**src/rtl/bist_pkg.sv**
```systemverilog
// Shared types and helpers for the multi-lane BIST pattern generator.
//   mode_e    : pattern selector (INC, PRBS, WALK1, CHKBD)
//   state_e   : control FSM states
//   lfsr_next : one XNOR-LFSR shift-left step for widths 8/16/32/64
package bist_pkg;

  localparam int unsigned MODE_W   = 2;
  localparam int unsigned LFSR_MAX = 64;

  typedef enum logic [MODE_W-1:0] {
    MODE_INC   = 2'd0,
    MODE_PRBS  = 2'd1,
    MODE_WALK1 = 2'd2,
    MODE_CHKBD = 2'd3
  } mode_e;

  typedef enum logic [2:0] {
    ST_IDLE  = 3'd0,
    ST_SEED  = 3'd1,
    ST_RUN   = 3'd2,
    ST_PAUSE = 3'd3,
    ST_DONE  = 3'd4
  } state_e;

  // XNOR feedback keeps the all-zero state legal, so a lane seeded with 0 still runs.
  // Result is 64 bits wide; the caller truncates to its own width.
  function automatic logic [LFSR_MAX-1:0] lfsr_next(input int unsigned width,
                                                     input logic [LFSR_MAX-1:0] value);
    logic fb;
    case (width)
      8:       fb = ~(value[7]  ^ value[5]  ^ value[4]  ^ value[3]);
      16:      fb = ~(value[15] ^ value[14] ^ value[12] ^ value[3]);
      32:      fb = ~(value[31] ^ value[21] ^ value[1]  ^ value[0]);
      64:      fb = ~(value[63] ^ value[62] ^ value[60] ^ value[59]);
      default: fb = 1'b0;
    endcase
    return {value[LFSR_MAX-2:0], fb};
  endfunction

endpackage

```
**src/rtl/bist_lane.sv**
```systemverilog
// One lane of the BIST pattern generator: holds the next pattern value to present,
// loads the per-mode seed and advances one step per generated beat.
// Ports:
//   clk, rst   clock, asynchronous active-high reset
//   seed       load the seed value for the selected mode
//   advance    step the pattern once (a beat was just taken from this lane)
//   mode       pattern selector (bist_pkg::mode_e encoding)
//   value      current lane pattern value
module bist_lane
  import bist_pkg::*;
#(
  parameter int unsigned DATA_WIDTH = 32,
  parameter int unsigned LANE_IDX   = 0,
  parameter int unsigned NUM_CH     = 4
) (
  input  logic                  clk,
  input  logic                  rst,
  input  logic                  seed,
  input  logic                  advance,
  input  logic [MODE_W-1:0]     mode,
  output logic [DATA_WIDTH-1:0] value
);

  localparam int unsigned           WALK_POS = LANE_IDX % DATA_WIDTH;
  localparam logic [DATA_WIDTH-1:0] INC_STEP = DATA_WIDTH'(NUM_CH);
  localparam logic [DATA_WIDTH-1:0] CHK_ODD  = {(DATA_WIDTH/2){2'b01}};
  localparam logic [DATA_WIDTH-1:0] CHK_EVEN = {(DATA_WIDTH/2){2'b10}};

  logic [DATA_WIDTH-1:0] seed_val;
  logic [DATA_WIDTH-1:0] next_val;

  // Seed and successor value for the selected mode.
  always_comb begin
    seed_val = '0;
    next_val = value;
    case (mode_e'(mode))
      MODE_INC: begin
        seed_val = DATA_WIDTH'(LANE_IDX);
        next_val = value + INC_STEP;
      end
      MODE_PRBS: begin
        seed_val = DATA_WIDTH'(LANE_IDX);
        next_val = DATA_WIDTH'(lfsr_next(DATA_WIDTH, LFSR_MAX'(value)));
      end
      MODE_WALK1: begin
        seed_val = DATA_WIDTH'(1) << WALK_POS;
        next_val = {value[DATA_WIDTH-2:0], value[DATA_WIDTH-1]};
      end
      MODE_CHKBD: begin
        seed_val = ((LANE_IDX % 2) == 1) ? CHK_ODD : CHK_EVEN;
        next_val = ~value;
      end
      default: ;
    endcase
  end

  // Lane register.
  always_ff @(posedge clk or posedge rst) begin
    if (rst) begin
      value <= '0;
    end else if (seed) begin
      value <= seed_val;
    end else if (advance) begin
      value <= next_val;
    end
  end

endmodule

```
**src/rtl/bist_pattern_gen.sv**
```systemverilog
// Multi-lane BIST pattern generator. NUM_CH lanes of INC / PRBS / WALK1 / CHKBD data
// with rate division, finite or infinite bursts and valid/ready backpressure.
// Optional feature macro: BIST_ERR_INJECT_EN adds input err_inject, which flips bit 0
// of lane 0 on the next generated beat (output only, pattern state untouched).
// Ports:
//   clk, rst     clock, asynchronous active-high reset
//   enable       level; low pauses generation without reseeding
//   start, stop  pulses; start arms/seeds a run from IDLE/DONE, stop aborts to IDLE
//   mode         pattern select, sampled in SEED
//   burst_len    beats per run (0 = infinite), sampled in SEED
//   data_out     lane i at [i*DATA_WIDTH +: DATA_WIDTH]
//   valid_out    data_out holds a beat; accepted when valid_out & ready_in
//   ready_in     downstream ready
//   sync         high with the first beat of each run
//   done         one-cycle pulse after the final beat of a finite burst is accepted
//   busy         FSM not in IDLE
module bist_pattern_gen
  import bist_pkg::*;
#(
  parameter int unsigned DATA_WIDTH = 32,
  parameter int unsigned NUM_CH     = 4,
  parameter int unsigned RATE_DIV   = 1,
  parameter int unsigned BURST_W    = 16
) (
  input  logic                         clk,
  input  logic                         rst,
  input  logic                         enable,
  input  logic                         start,
  input  logic                         stop,
  input  logic [1:0]                   mode,
  input  logic [BURST_W-1:0]           burst_len,
  output logic [NUM_CH*DATA_WIDTH-1:0] data_out,
  output logic                         valid_out,
  input  logic                         ready_in,
  output logic                         sync,
  output logic                         done,
  output logic                         busy
`ifdef BIST_ERR_INJECT_EN
  ,
  input  logic                         err_inject
`endif
);

  localparam int unsigned       BUS_W     = NUM_CH * DATA_WIDTH;
  localparam int unsigned       RATE_W    = (RATE_DIV > 1) ? $clog2(RATE_DIV) : 1;
  localparam logic [RATE_W-1:0] RATE_LAST = RATE_W'(RATE_DIV - 1);

  // Elaboration-time parameter legality.
  if (!(DATA_WIDTH == 8 || DATA_WIDTH == 16 || DATA_WIDTH == 32 || DATA_WIDTH == 64)) begin : g_bad_width
    $error("bist_pattern_gen: DATA_WIDTH must be 8, 16, 32 or 64");
  end
  if (NUM_CH < 1 || NUM_CH > 16) begin : g_bad_ch
    $error("bist_pattern_gen: NUM_CH must be 1..16");
  end
  if (RATE_DIV < 1 || RATE_DIV > 128) begin : g_bad_div
    $error("bist_pattern_gen: RATE_DIV must be 1..128");
  end

  state_e               state;
  state_e               next_state;
  logic [MODE_W-1:0]    mode_q;
  logic [BURST_W-1:0]   blen_q;
  logic [BURST_W-1:0]   beat_cnt;
  logic [RATE_W-1:0]    rate_cnt;
  logic                 first_q;
  logic [BUS_W-1:0]     lane_data;
  logic [BUS_W-1:0]     flip_c;
  logic [MODE_W-1:0]    lane_mode_c;
  logic [BURST_W:0]     accepted_c;
  logic                 hs_c;
  logic                 slot_free_c;
  logic                 rate_hit_c;
  logic                 budget_ok_c;
  logic                 gen_c;
  logic                 final_hs_c;
  logic                 seed_c;

  // Handshake and beat-generation qualifiers.
  assign hs_c        = valid_out & ready_in;
  assign slot_free_c = ~valid_out | hs_c;
  assign rate_hit_c  = (rate_cnt == RATE_LAST);
  // Beats accepted once this cycle's handshake lands; at most one beat is ever in flight,
  // so a new one may be generated only while this stays below the burst length.
  assign accepted_c  = {1'b0, beat_cnt} + {{BURST_W{1'b0}}, hs_c};
  assign budget_ok_c = (blen_q == '0) || (accepted_c < {1'b0, blen_q});
  assign gen_c       = (state == ST_RUN) & enable & rate_hit_c & slot_free_c & budget_ok_c & ~stop;
  assign final_hs_c  = hs_c & (blen_q != '0) & (beat_cnt == blen_q - BURST_W'(1));
  assign seed_c      = (state == ST_SEED);
  // Lanes see the live mode while seeding, the captured mode afterwards.
  assign lane_mode_c = seed_c ? mode : mode_q;

`ifdef BIST_ERR_INJECT_EN
  logic inj_pend;
  logic inj_c;

  // A pulse arms one injection; it is consumed by the next generated beat.
  assign inj_c  = inj_pend | err_inject;
  assign flip_c = {{(BUS_W-1){1'b0}}, inj_c};

  always_ff @(posedge clk or posedge rst) begin
    if (rst) begin
      inj_pend <= 1'b0;
    end else if (gen_c) begin
      inj_pend <= 1'b0;
    end else if (err_inject) begin
      inj_pend <= 1'b1;
    end
  end
`else
  assign flip_c = '0;
`endif

  // Lane array.
  for (genvar g = 0; g < NUM_CH; g++) begin : g_lane
    bist_lane #(
      .DATA_WIDTH (DATA_WIDTH),
      .LANE_IDX   (g),
      .NUM_CH     (NUM_CH)
    ) u_lane (
      .clk     (clk),
      .rst     (rst),
      .seed    (seed_c),
      .advance (gen_c),
      .mode    (lane_mode_c),
      .value   (lane_data[g*DATA_WIDTH +: DATA_WIDTH])
    );
  end

  // FSM state register.
  always_ff @(posedge clk or posedge rst) begin
    if (rst) begin
      state <= ST_IDLE;
    end else begin
      state <= next_state;
    end
  end

  // FSM next state; stop overrides everything, including a simultaneous start.
  always_comb begin
    next_state = state;
    case (state)
      ST_IDLE:  if (start && enable) next_state = ST_SEED;
      ST_SEED:  next_state = ST_RUN;
      ST_RUN: begin
        if (final_hs_c)   next_state = ST_DONE;
        else if (!enable) next_state = ST_PAUSE;
      end
      ST_PAUSE: begin
        if (final_hs_c)   next_state = ST_DONE;
        else if (enable)  next_state = ST_RUN;
      end
      ST_DONE:  next_state = (start && enable) ? ST_SEED : ST_IDLE;
      default:  next_state = ST_IDLE;
    endcase
    if (stop) begin
      next_state = ST_IDLE;
    end
  end

  // Run configuration, beat counter and first-beat flag.
  always_ff @(posedge clk or posedge rst) begin
    if (rst) begin
      mode_q   <= '0;
      blen_q   <= '0;
      beat_cnt <= '0;
      first_q  <= 1'b0;
    end else if (seed_c) begin
      mode_q   <= mode;
      blen_q   <= burst_len;
      beat_cnt <= '0;
      first_q  <= 1'b1;
    end else begin
      if (hs_c) beat_cnt <= beat_cnt + BURST_W'(1);
      if (gen_c) first_q <= 1'b0;
    end
  end

  // Rate divider: counts RUN cycles, holds in PAUSE, saturates while the slot is busy.
  always_ff @(posedge clk or posedge rst) begin
    if (rst) begin
      rate_cnt <= '0;
    end else if (stop || (state != ST_RUN && state != ST_PAUSE)) begin
      rate_cnt <= '0;
    end else if (state == ST_RUN && enable) begin
      if (!rate_hit_c) begin
        rate_cnt <= rate_cnt + RATE_W'(1);
      end else if (gen_c) begin
        rate_cnt <= '0;
      end
    end
  end

  // Output handshake register; data/valid/sync hold while stalled.
  always_ff @(posedge clk or posedge rst) begin
    if (rst) begin
      data_out  <= '0;
      valid_out <= 1'b0;
      sync      <= 1'b0;
      done      <= 1'b0;
      busy      <= 1'b0;
    end else begin
      done <= (next_state == ST_DONE);
      busy <= (next_state != ST_IDLE);
      if (stop) begin
        valid_out <= 1'b0;
        sync      <= 1'b0;
      end else if (gen_c) begin
        valid_out <= 1'b1;
        sync      <= first_q;
        data_out  <= lane_data ^ flip_c;
      end else if (hs_c) begin
        valid_out <= 1'b0;
        sync      <= 1'b0;
      end
    end
  end

endmodule

```
**config.mk**
```make
export PLATFORM = sky130hd
export DESIGN_NAME = bist_pattern_gen
export DESIGN_NICKNAME = d
export VERILOG_FILES = /design/src/rtl/bist_pkg.sv /design/src/rtl/bist_lane.sv /design/src/rtl/bist_pattern_gen.sv
export SDC_FILE = /design/constraint.sdc
export NUM_CORES = 1
export LEC_CHECK = 0
export ABC_AREA = 0
export CAP_MARGIN = 20
export CORE_MARGIN = 2
export CORE_UTILIZATION = 55
export DETAILED_ROUTE_END_ITERATION = 10
export PLACE_DENSITY = 0.87
export SLEW_MARGIN = 20
export SYNTH_ARGS = -nofsm -noshare
export SYNTH_HDL_FRONTEND = slang
export SYNTH_SLANG_ARGS = --single-unit
```
**constraint.sdc**
```tcl
create_clock -name clk -period 14.48 [get_ports clk]
set_input_delay 4.344 -clock clk [delete_from_list [all_inputs] [get_ports clk]]
set_output_delay 4.344 -clock clk [all_outputs]
set_load 0.1 [all_outputs]
```
* After elaboration in Yosys (flattened, before gate mapping)
Index checks and enable logic that the tools add are counted.
** Storage, ports and cells
- Register bits after elaboration :: 299
- Latch bits :: 0
- Memory bits (writable) :: 0
- Memory bits (read-only) :: 0
- Output and inout port bits :: 132
- Word-level logic and storage cells :: 120
- Memories kept :: 0
** Cells by class
- Add/sub/neg operators :: 8
- $mul :: 0
- Div/mod/pow operators :: 0
- $lt $le $gt $ge :: 1
- Equal/unequal tests :: 11
- Shift operators :: 0
- Muxes and demuxes :: 37
- Bitwise operators :: 32
- Reduce and logical (&&, ||, !) cells :: 16
** Operators by type and width (count)
- case mux 32 bit (4 select lines) :: 4
- case mux 32 bit (3 select lines) :: 4
- two-way mux 32 bit :: 8
- adder 32 x 3 -> 32 bit, second input constant :: 4
- NOT 32 bit :: 4
- two-way mux 16 bit :: 2
- two-way mux 3 bit :: 6
- adder 16 x 1 -> 17 bit :: 1
- < comparator 17 x 16 -> 1 bit :: 1
- adder 16 x 1 -> 16 bit, second input constant :: 1
- equality test 16 bit :: 1
- zero test 16 bit :: 1
- nonzero test 16 bit :: 1
- subtractor 16 x 1 -> 16 bit, second input constant :: 1
- case mux 3 bit (5 select lines) :: 1
- bitwise XOR 1 bit :: 12
- two-way mux 1 bit :: 11
- bitwise AND 1 bit :: 8
- NOT 1 bit :: 7
- equality test 3 x 2 -> 1 bit, second input constant :: 2
- equality test 3 bit, second input constant :: 2
- != test 3 x 2 -> 1 bit, second input constant :: 2
- nonzero test 2 bit :: 3
- nonzero test 3 bit :: 2
- other kinds (12) :: 16

* Longest topological paths before layout
- Depth in word-level cells :: 8
- Mapped depth :: 18
- Gate-level depth less buffers :: 14

* Modules after synthesis
A second synthesis with hierarchy kept.
** Unflattened totals
- Cells, all modules :: 1986
- Area, all modules :: 18759.2 sq um
** Modules (own cells, without submodules)
- bist_pattern_gen :: instances 1, cells each 615, area an instance 8026.4 sq um
- bist_lane (g_lane[2].u_lane) :: instances 1, cells each 357, area an instance 2736.4 sq um
- bist_lane (g_lane[1].u_lane) :: instances 1, cells each 335, area an instance 2676.3 sq um
- bist_lane (g_lane[0].u_lane) :: instances 1, cells each 338, area an instance 2663.8 sq um
- bist_lane (g_lane[3].u_lane) :: instances 1, cells each 341, area an instance 2656.3 sq um

* Least setup slack after synthesis
OpenSTA, ideal clock, no wires.
- Path kind :: input-to-reg
- Start point :: input ready_in
- End point :: register g_lane[2].u_lane.value[20]
- Setup time :: 0.078 ns
- Arrival :: 7.815 ns
- Data required time :: 14.402 ns
- Slack :: 6.587 ns
- Cell stages on the path :: 17
- Buffers on the path :: 3
- Cell sequence :: and2_1 > clkbuf_1 > ha_1 > ha_1 > and3_1 > clkbuf_1 > nand2_1 > xnor2_1 > ha_1 > a21oi_1 > o21ai_0 > a2111oi_0 > a31o_2 > a31oi_4 > buf_6 > or4_1 > a21oi_1
** Between the ends
- Cells in the longest elaborated chain, start to end :: 7
** RTL lines
- start, declared :: line bist_pattern_gen.sv:34 : input logic ready_in,
- bitwise AND 1 bit * :: line bist_pattern_gen.sv:79 : assign hs_c = valid_out & ready_in;
- adder 16 x 1 -> 17 bit :: line bist_pattern_gen.sv:84 : assign accepted_c = {1'b0, beat_cnt} + {{BURST_W{1'b0}}, hs_c};
- < comparator 17 x 16 -> 1 bit :: line bist_pattern_gen.sv:85 : assign budget_ok_c = (blen_q == '0) || (accepted_c < {1'b0, blen_q});
- logical OR 1 bit :: line bist_pattern_gen.sv:85
- bitwise AND 1 bit * (2 in a row) :: line bist_pattern_gen.sv:86 : assign gen_c = (state == ST_RUN) & enable & rate_hit_c & slot_free_c & budget_ok_c & ~stop;
- nonzero test 2 bit (no source line) *
- end signal, assigned :: line bist_lane.sv:62 : value <= seed_val;
- end signal, assigned :: line bist_lane.sv:64 : value <= next_val;
- end, declared :: line bist_lane.sv:21 : output logic [DATA_WIDTH-1:0] value
Every way passes the cells marked *; elsewhere a longest branch is shown, timed or not.
A chain may end at the register's enable or synchronous reset.

* Final worst setup path
- Start point :: input ready_in
- End point :: register g_lane[3].u_lane.value[19]
** Between the ends
- Cells in the longest elaborated chain, start to end :: 7
** RTL lines (line)
- bitwise AND 1 bit * :: bist_pattern_gen.sv:79
- adder 16 x 1 -> 17 bit :: bist_pattern_gen.sv:84
- < comparator 17 x 16 -> 1 bit :: bist_pattern_gen.sv:85
- logical OR 1 bit :: bist_pattern_gen.sv:85
- bitwise AND 1 bit * (2 in a row) :: bist_pattern_gen.sv:86
- nonzero test 2 bit (no source line) *
- end signal, assigned :: bist_lane.sv:62
- end signal, assigned :: bist_lane.sv:64
- end, declared :: bist_lane.sv:21
Marked as above.

==> flow_summary.yaml <==
global_routing:
  grt_remaining_overflow: 0
  antenna_found_initial: 2
  grt_usage: 0.308
  grt_max_degree: 175
  grt_pass1_wl_um: 83800
  grt_pass1_vias: 16500
clocking:
  cts_max_level: 2
  cts_hold_buf: 0
  clkTransAtPathRegs_ns: 0.06
  postCtsSetupRepairBufs: 0
  cts_max_path_buffers: 3
  numCtsBuffers: 34
  clock_latency_ns: 0.52
  cts_resized: 0
  cts_tree: "yes"
  cts_root_buf: "clkbuf_16"
  clkSinkCount: 298
layout:
  seqCellArea_sq_um: 7460
  multiInputGateArea_sq_um: 8990
  syn_to_final_growth_pct: 15.4
  nets: 2238
  layout-drive-gt1-share: 0.0474
  fillerInstances: 2549
sta:
  slew_headroom: 0.289
  whs_ns: 0.464
  drv_slew: 0
  fin_skew_ns: 0.0147
  setup_violations: 0
  period_share: 0.634
  fmax_ghz: 0.109
  layout_min_cycle_time_ns: 9.19
  setup-tns-final_ns: 0
  worst_slew_pin_slew_ns: 1.06
  finalHoldViolations: 0
  rsz0062_at_grt: "false"
floorplanning:
  die_h_um: 182
  start_util: 0.555
  coreArea_sq_um: 31300
  die_area_sq_um: 33000
  rows: 65
  ioPinCount: 156
  die_width_um: 182
yosys:
  syn_nets: 2228
  syn_area_per_cell_sq_um: 7.97
  yosysWarnings: 0
  async_flop_share: 1.00
  yosysSeqAreaShare: 0.429
  synth_area_sq_um: 17400
  synth.distinct_cells: 83
  synth_edf_count: 0
  synthCells: 2181
  synth-seq-cells: 298
  ys.flop_type: "dfrtp_1"
critical_path:
  cpMostUsedCell: "ha_1"
  critPathKind: "in -> reg"
  max_stage_delay_ns: 0.87
  crit_required_ns: 14.89
  critPathCaptureType: "flop"
  cpMaxStageDelayCell: "buf_4"
  cp_cell_sequence: "clkdlybuf4s50_1 > and2_1 > ha_1 > ha_1 > and3_1 > nand2_1 > xnor2_1 > ha_1 > a21oi_1 > o21ai_0 > a2111oi_0 > a31oi_1 > o21ai_4 > buf_4 > buf_4 > a21oi_1 > a311oi_1"
  cp_data_arrival_time_ns: 9.59
  critPathMaxFanout: 100
  worstSetupStartpointType: "input port"
pwr:
  seqPwrFrac: 0.313
  comb_power_share: 0.489
  power_uw: 4630
  pwr-share-clk: 0.198
  p_int_uw: 2240
  ir_drop_mv: 0.198
  p_sw_uw: 2380
  power_density_nw_per_um2: 231
  swShare: 0.515
  leakage_uw: 0.00858
placement:
  globalplace.congestion: 0.907
  hpwl_um: 31100
  port_buffers: 155
drt:
  vias_per_cell: 6.57
  dr.pass1.iters: 6
  drtAntennaViolNets: 0
  post_drt_wl_per_cell_um: 19.6
  vias: 17200
  drc: 0
  first_iter_violations: 2594
  drt_wl_total_um: 51300
worst_hold_path:
  hold_path_class: "reg -> reg"
status:
  outcome: "completed"
run:
  maxCapViolCount: 0
==> power groups by stage <==
stage	logic [uW]	registers [uW]	clock network, uW
3_5_place_dp	2240	1440	0
3_3_place_gp	2190	1430	0
6_report	2260	1450	916
2_1_floorplan	821	2290	0
4_1_cts	2250	1430	925
5_1_grt	2390	1490	958
==> cell usage after synthesis, types with 15 or more instances <==
library cell,number,area (sq um)
nor3_1,57,285
or3_1,21,131
o21ai_0,181,906
nand2_1,505,1900
a221oi_1,18,158
a2111oi_0,15,131
a21oi_1,130,651
o22ai_1,32,200
and3_1,27,169
nor2_1,169,634
a31oi_1,36,225
ha_1,23,288
nand4_1,22,138
clkbuf_1,137,514
xnor2_1,33,289
xor2_1,26,228
o31ai_1,21,158
nand3_1,73,365
dfrtp_1,298,7460
inv_1,44,165
a211oi_1,26,195
buf_2,41,205
o211ai_1,22,165
==> path summary, 6_finish.rpt <==
check | start | endpoint | slack [ns] | depth (start not counted)
max in group asynchronous | rst | g_lane[0].u_lane.value[5] | 8.54 | 3
worst min register to register | data_out[35] | data_out[35] | 0.46 | 2
worst min-delay path | data_out[35] | data_out[35] | 0.46 | 2
min in group asynchronous | rst | data_out[46] | 4.42 | 2
worst max-delay path | ready_in | g_lane[3].u_lane.value[19] | 5.29 | 17
worst max register to register | valid_out | g_lane[3].u_lane.value[19] | 9.20 | 16
==> layout make-up <==
class                      instances  share of cell area
tap                              402              0.0251
inverter                          46             0.00899
timing repair buffer             174              0.0851
clock inverter                     9             0.00624
antenna                            1            0.000125
sequential                       298               0.372
clock buffer                      51              0.0538
multi-input combinational       1637               0.449
==> state kept, by name, indices dropped and copies added, names as in the netlist <==
name,count
data_out,128
blen_q,16
state,3
valid_out,1
done,1
beat_cnt,16
mode_q,2
sync,1
busy,1
first_q,1
g_lane.u_lane.value,128
==> metal layers <==
layer / GRT usage / vias up / wire [um]
li1: - / 7693 / -
met1: 0.409 / 8162 / 19900
met2: 0.485 / 1113 / 23700
met3: 0.0513 / 227 / 5210
met4: 0.166 / 0 / 2550
met5: 0 / - / 0
==> cell usage in the layout (no fill, tap or decap), types with 27 or more instances in the layout <==
| cell | count |
|---|---|
| inv_1 | 43 |
| nand2_1 | 504 |
| a31oi_1 | 36 |
| nor2_1 | 166 |
| dfrtp_1 | 298 |
| o21ai_0 | 181 |
| a21oi_1 | 128 |
| nand3_1 | 73 |
| nor3_1 | 57 |
| clkdlybuf4s50_1 | 155 |
| xnor2_1 | 33 |
| and3_1 | 27 |
| o22ai_1 | 32 |
| clkbuf_16 | 37 |
==> stage by stage <==
step           std cells  setup WS, ns  utilization  area (sq um)
2_1_floorplan       2181          1.90            -         17400
3_5_place_dp        2557          4.84        0.602         18800
3_3_place_gp        2557          5.03        0.602         18800
4_1_cts             2617          5.36        0.640         20000
5_1_grt             2618          4.66        0.640         20000
6_report            2618          5.29        0.640         20000
==> cell families after synthesis <==
| logic type | synth area share |
|---|---|
| mux | 0.00878 |
| xor+xnor | 0.0297 |
| simple gates | 0.242 |
| fa+ha+maj | 0.0166 |
| buf+inv | 0.0578 |
| compound gates | 0.216 |
| flops | 0.429 |
==> worst max-delay path: cells and delay by family <==
family | cells | cell delay (ns)
xor gates and xnor gates | 1 | 0.14
AOI/OAI and AO/OA | 7 | 1.67
and+or+nand+nor | 3 | 0.83
adders and majority gates | 3 | 0.80
buffers and inverters | 3 | 1.76
No activity file was read; power rests on OpenSTA's default activity.
